===== src/rtl/vga_pkg.sv =====
// Shared VGA constants and the image-reader fetch FSM encoding.
package vga_pkg;

  localparam int unsigned H_ACTIVE = 640;
  localparam int unsigned V_ACTIVE = 480;
  localparam int unsigned H_BLANK  = 160;

  // Default origin centres a 256x256 image on the 640x480 visible area.
  localparam int unsigned X0_DEFAULT = 192;
  localparam int unsigned Y0_DEFAULT = 112;

  typedef enum logic [1:0] {
    ST_IDLE    = 2'd0,
    ST_READ    = 2'd1,
    ST_CAPTURE = 2'd2
  } state_e;

endpackage


===== src/rtl/vga_image_reader_if.sv =====
// Read port of the image RAM: the reader is master, the RAM is slave.
interface vga_image_reader_if #(
  parameter int unsigned AddressWidth = 16,
  parameter int unsigned DataWidth    = 256
);
  logic                    ram_rw;
  logic [AddressWidth-1:0] ram_addr;
  logic [DataWidth-1:0]    ram_data;

  modport master (output ram_rw, output ram_addr, input ram_data);
  modport slave  (input ram_rw, input ram_addr, output ram_data);
endinterface


===== src/rtl/vga_image_reader.sv =====
// Fetches one image row per scan line into a line buffer and serialises it as
// RGB pixels for a window on the VGA display.
module vga_image_reader
  import vga_pkg::*;
#(
  parameter int unsigned AddressWidth = 16,
  parameter int unsigned DataWidth    = 256,
  parameter int unsigned ImgRows      = 256,
  parameter int unsigned X0           = X0_DEFAULT,
  parameter int unsigned Y0           = Y0_DEFAULT,
  parameter logic [2:0]  FgColor      = 3'b111,
  parameter logic [2:0]  BgColor      = 3'b000
) (
  input  logic                clk,
  input  logic                rst,
  input  logic                line_start,
  input  logic [9:0]          hc,
  input  logic [9:0]          vc,
  input  logic                activevideo,
  vga_image_reader_if.master  ram,
  output logic [2:0]          pixel_rgb,
  output logic                busy
);

  localparam int unsigned IdxW = $clog2(DataWidth);
  // Bounds carry an extra bit so X0+DataWidth and Y0+ImgRows never wrap.
  localparam logic [10:0] XLo = 11'(X0);
  localparam logic [10:0] XHi = 11'(X0 + DataWidth);
  localparam logic [10:0] YLo = 11'(Y0);
  localparam logic [10:0] YHi = 11'(Y0 + ImgRows);

  state_e                  state_q, state_d;
  logic [DataWidth-1:0]    line_buf_q;
  logic [AddressWidth-1:0] addr_q;
  logic [2:0]              pixel_q, pixel_d;
  logic                    load, capture;
  logic                    x_in, y_in, in_win, pix_bit;
  logic [IdxW-1:0]         col;

  assign x_in    = ({1'b0, hc} >= XLo) && ({1'b0, hc} < XHi);
  assign y_in    = ({1'b0, vc} >= YLo) && ({1'b0, vc} < YHi);
  assign in_win  = activevideo && x_in && y_in;
  assign col     = IdxW'(hc - 10'(X0));
  // Image column 0 is the MSB of the RAM word.
  assign pix_bit = line_buf_q[IdxW'(DataWidth - 1) - col];

  always_comb begin
    state_d = state_q;
    load    = 1'b0;
    capture = 1'b0;
    unique case (state_q)
      ST_IDLE: begin
        if (line_start && y_in) begin
          state_d = ST_READ;
          load    = 1'b1;
        end
      end
      ST_READ:    state_d = ST_CAPTURE;
      ST_CAPTURE: begin
        state_d = ST_IDLE;
        capture = 1'b1;
      end
      default:    state_d = ST_IDLE;
    endcase
  end

  always_comb begin
    pixel_d = BgColor;
    if (!activevideo) begin
      pixel_d = 3'b000;
    end else if (in_win) begin
      pixel_d = pix_bit ? FgColor : BgColor;
    end
  end

  always_ff @(posedge clk or posedge rst) begin
    if (rst) begin
      state_q    <= ST_IDLE;
      addr_q     <= '0;
      line_buf_q <= '0;
      pixel_q    <= 3'b000;
    end else begin
      state_q <= state_d;
      pixel_q <= pixel_d;
      if (load) begin
        addr_q <= AddressWidth'(vc - 10'(Y0));
      end
      if (capture) begin
        line_buf_q <= ram.ram_data;
      end
    end
  end

  assign busy         = (state_q == ST_READ) || (state_q == ST_CAPTURE);
  assign ram.ram_rw   = 1'b1;
  assign ram.ram_addr = addr_q;
  assign pixel_rgb    = pixel_q;

endmodule

===== src/flat_wrapper.sv =====
// flat-port wrapper written by rule: the top's interface ports become plain ports
module vga_image_reader_flat import vga_pkg::*;
#(
  parameter int unsigned AddressWidth = 16,
  parameter int unsigned DataWidth    = 256,
  parameter int unsigned ImgRows      = 256,
  parameter int unsigned X0           = X0_DEFAULT,
  parameter int unsigned Y0           = Y0_DEFAULT,
  parameter logic [2:0]  FgColor      = 3'b111,
  parameter logic [2:0]  BgColor      = 3'b000
)
  (clk, rst, line_start, hc, vc, activevideo, pixel_rgb, busy, ram_ram_rw, ram_ram_addr, ram_ram_data);
  vga_image_reader_if #(.AddressWidth(AddressWidth), .DataWidth(DataWidth)) ram_i ();
  input  logic clk;
  input  logic rst;
  input  logic line_start;
  input  logic [9:0] hc;
  input  logic [9:0] vc;
  input  logic activevideo;
  output logic [2:0] pixel_rgb;
  output logic busy;
  output wire logic [$bits(ram_i.ram_rw)-1:0] ram_ram_rw;
  output wire logic [$bits(ram_i.ram_addr)-1:0] ram_ram_addr;
  input wire logic [$bits(ram_i.ram_data)-1:0] ram_ram_data;
  assign ram_ram_rw = ram_i.ram_rw;
  assign ram_ram_addr = ram_i.ram_addr;
  assign ram_i.ram_data = ram_ram_data;
  vga_image_reader #(.AddressWidth(AddressWidth), .DataWidth(DataWidth), .ImgRows(ImgRows), .X0(X0), .Y0(Y0), .FgColor(FgColor), .BgColor(BgColor)) u_core (.clk(clk), .rst(rst), .line_start(line_start), .hc(hc), .vc(vc), .activevideo(activevideo), .ram(ram_i), .pixel_rgb(pixel_rgb), .busy(busy));
endmodule

===== config.mk =====
export PLATFORM = sky130hd
export DESIGN_NAME = vga_image_reader_flat
export DESIGN_NICKNAME = d
export VERILOG_FILES = /design/src/rtl/vga_pkg.sv /design/src/rtl/vga_image_reader_if.sv /design/src/rtl/vga_image_reader.sv /design/src/flat_wrapper.sv
export SDC_FILE = /design/constraint.sdc
export NUM_CORES = 1
export LEC_CHECK = 0
export CELL_PAD_IN_SITES_DETAIL_PLACEMENT = 1
export CELL_PAD_IN_SITES_GLOBAL_PLACEMENT = 1
export CORE_ASPECT_RATIO = 0.8
export CORE_MARGIN = 2
export CORE_UTILIZATION = 44
export DETAILED_ROUTE_END_ITERATION = 8
export GPL_ROUTABILITY_DRIVEN = 0
export PLACE_DENSITY_LB_ADDON = 0.1
export SYNTH_ARGS = -nofsm -noshare
export SYNTH_HDL_FRONTEND = slang
export SYNTH_SLANG_ARGS = --single-unit

===== constraint.sdc =====
create_clock -name clk -period 15.5 [get_ports clk]
set_input_delay 4.65 -clock clk [delete_from_list [all_inputs] [get_ports clk]]
set_output_delay 4.65 -clock clk [all_outputs]
set_load 0.02 [all_outputs]

==> out/summary.txt <==
final non-filler cell total = 1470
DR iter-0 viols = 351
Max Clk Rate = 143.0 MHz
data required time at the worst endpoint = 15.89 ns
Total Die Area = 29680 um2
area inside the core boundary = 28080 um2
FF+latch area = 6756 um2
global-route wire length before repair = 51560 um
PD cells = 184.7 nW/um2
worst slew slack as a fraction of its limit = 0.2122
Area growth syn-to-layout = 32.65%
detailed-route vias per instance = 5.389
Clock H-tree levels = 1
combined area of the multi-input logic cells = 5293 um2
Largest stage delay, worst path = 0.82 ns
Avg Cell Area, Syn = 15.53 um2
number of enable flip-flop cells after synthesis = 0
clock tree skew after final layout = 0.01585 ns
synthesized netlist net count = 1087
Lkg Pwr = 6.658 nW
cell area after layout = 16520 um2
fraction of layout instances using a drive strength above 1 = 0.3336
total number of placement rows = 55
Setup Fix Bufs, Post-CTS = 0
clock sink total = 270
Post-synth ARST share = 1.000
max_cap viols = 0
clock tree from TritonCTS = done
number of placed I/O pins = 301
yosys synthesis warning count = 0
maximum clock path buffer count = 3
worst-path maximum fanout = 53
total number of vias = 7922
clock latency at the later pin of the worst-skew pair = 0.53 ns
critical path's most frequent cell = buf_4
CTS Buf Count = 28
cell area after synthesis = 12460 um2
width of the die = 192.1 um
dpl ws = 7.786 ns
Final Max Tran Viols = 0
setup repair after global routing missed its margin = no
clock transition at the registers of the reported paths = 0.06 ns
Layout fillers = 2641
cell with the most instances after synthesis = dfrtp_1
startpoint-to-endpoint class of the critical path = in2reg
fin crit share = 0.4510
most numerous cell types in the synthesized netlist = dfrtp_1 (270), mux2_2 (260), mux4_2 (48)
run status = completed
final count of negative-setup-slack endpoints = 0
Final Hold Violating Endpoints = 0
Hold/Removal Path Class = reg2reg
total wire length after detailed routing = 33520 um
reg-to-reg slack, setup = 12.71 ns
Crit. End Element = flip-flop
register area share after synthesis = 0.5424
setup TNS after final layout = 0 ns
instance area after placement = 15600 um2
final core occ = 0.5885
dominant cells by area after synthesis = dfrtp_1 (54%), mux2_2 (24%), mux4_2 (8.7%)
Initial Utilization = 0.4437
Root Driver = clkbuf_16
HPWL reported at the end of detailed placement = 23520 um
die outline height = 154.5 um
final worst setup slack = 8.509 ns
critical path's slowest cell = buf_4
number of search-and-repair iterations in the first detailed-routing pass = 4
data arrival time of the critical path = 7.38 ns
Hold Buf Count CTS = 0
Post-Route Hold Slack = 0.4960 ns
DRC viols = 0
list of cells traversed by the critical path = buf_4 > buf_4 > mux4_4 > mux4_2 > nor2_1 > nor3_1 > nand4_1 > o22ai_1
largest area contributor in the netlist = dfrtp_1
placed cell count = 1416
Main synth FF type = dfrtp_1
remaining antenna violation count = 0
total of flip-flops plus latches after synthesis = 270
number of nets in the layout = 1361
maximum resistive drop on vdd = 0.00009192 V
Unique masters post-synth = 56
startpoint class of the critical path = primary input
antenna violations before repair = 6
input/output buffers = 299
number of standard cells after synthesis = 802
fraction of post-synthesis cell area in the top cell type by area = 0.5424
vias in the first global route = 8743
post-layout total power = 3.052 mW
largest net degree at the start of global routing = 205
Routed wire per std cell = 22.81 um
post-route minimum period = 6.991 ns
global-route total usage across every layer = 0.2287
CTS-repair resized insts = 0
total global routing overflow = 0
slew at the pin with the worst max-slew slack = 1.182 ns
state kept, by name (all words and copies together) (netlist names):
name and cells:
u_core.line_buf_q 256, u_core.pixel_rgb 1, u_core.ram.ram_addr 11, u_core.state_q 2
power breakdown:
part,switching [mW],internal (mW),total (mW),leakage (nW)
Combinational,0.414,0.697,1.11,3.02
Clock,0.273,0.397,0.670,0.452
Sequential,0.194,1.08,1.27,3.19
Total,0.881,2.17,3.05,6.66
cells in the final DEF (no fill, tap or decap), drive strengths merged, types with 2 or more instances in the layout:
cell type	netlist	layout
a21oi	4	4
a22o	2	2
a22oi	11	11
a311o	2	2
a31oi	3	3
buf	30	7
clkbuf	29	46
clkdlybuf4s50	0	297
clkinv	0	3
dfrtp	270	270
diode	0	3
ha	5	5
inv	10	10
mux2	264	264
mux2i	28	28
mux4	55	55
nand2	16	16
nand3	8	8
nand4	8	8
nor2	8	8
nor2b	3	3
nor3	8	8
nor3b	2	2
o211ai	2	2
o221ai	4	4
o22a	3	3
o22ai	3	3
xnor2	2	2
xor2	3	3
path summary, 6_finish.rpt:
path / endpoint / startpoint / cells after the start
min in group asynchronous: u_core.line_buf_q[146] / rst / 2
hold / removal: u_core.ram.ram_addr[7] / u_core.ram.ram_addr[7] / 1
hold reg to reg: u_core.ram.ram_addr[7] / u_core.ram.ram_addr[7] / 1
setup reg to reg: u_core.line_buf_q[241] / u_core.state_q[0] / 4
max in group asynchronous: u_core.line_buf_q[215] / rst / 4
setup / recovery: u_core.pixel_rgb[1] / hc[0] / 8
cells by family after synthesis:
group,Yosys count,synth area share
xor gates and xnor gates,5,0.003516
muxes,347,0.3626
and+or+nand+nor,61,0.02572
adders and majority gates,5,0.005022
other,1,0.0003010
DFF,270,0.5424
buffers and inverters,70,0.03375
AOI/OAI and AO/OA,43,0.02672
critical path, delay by kind of cell:
kind / cells / cell delay [ns]
AO/OA/AOI/OAI: 1 / 0.08
buffers and inverters: 2 / 1.10
multiplexers: 2 / 1.24
AND/OR/NAND/NOR: 3 / 0.29
final cells by class:
| type | count | share of cell area |
|---|---|---|
| flip-flops and latches | 270 | 0.4089 |
| diodes | 3 | 0.0004543 |
| inverters | 10 | 0.002726 |
| repair buffers | 304 | 0.1838 |
| clock inverters | 5 | 0.003180 |
| clock buffers | 46 | 0.05262 |
| well taps | 370 | 0.02802 |
| multi-input cells | 462 | 0.3203 |
metal layers:
metal,global-route usage,routed length [um]
met4,0.04653,580
met5,0,40
met1,0.3259,15210
met3,0.05832,2503
met2,0.3566,15190
Power figures use the tool's default switching activity.
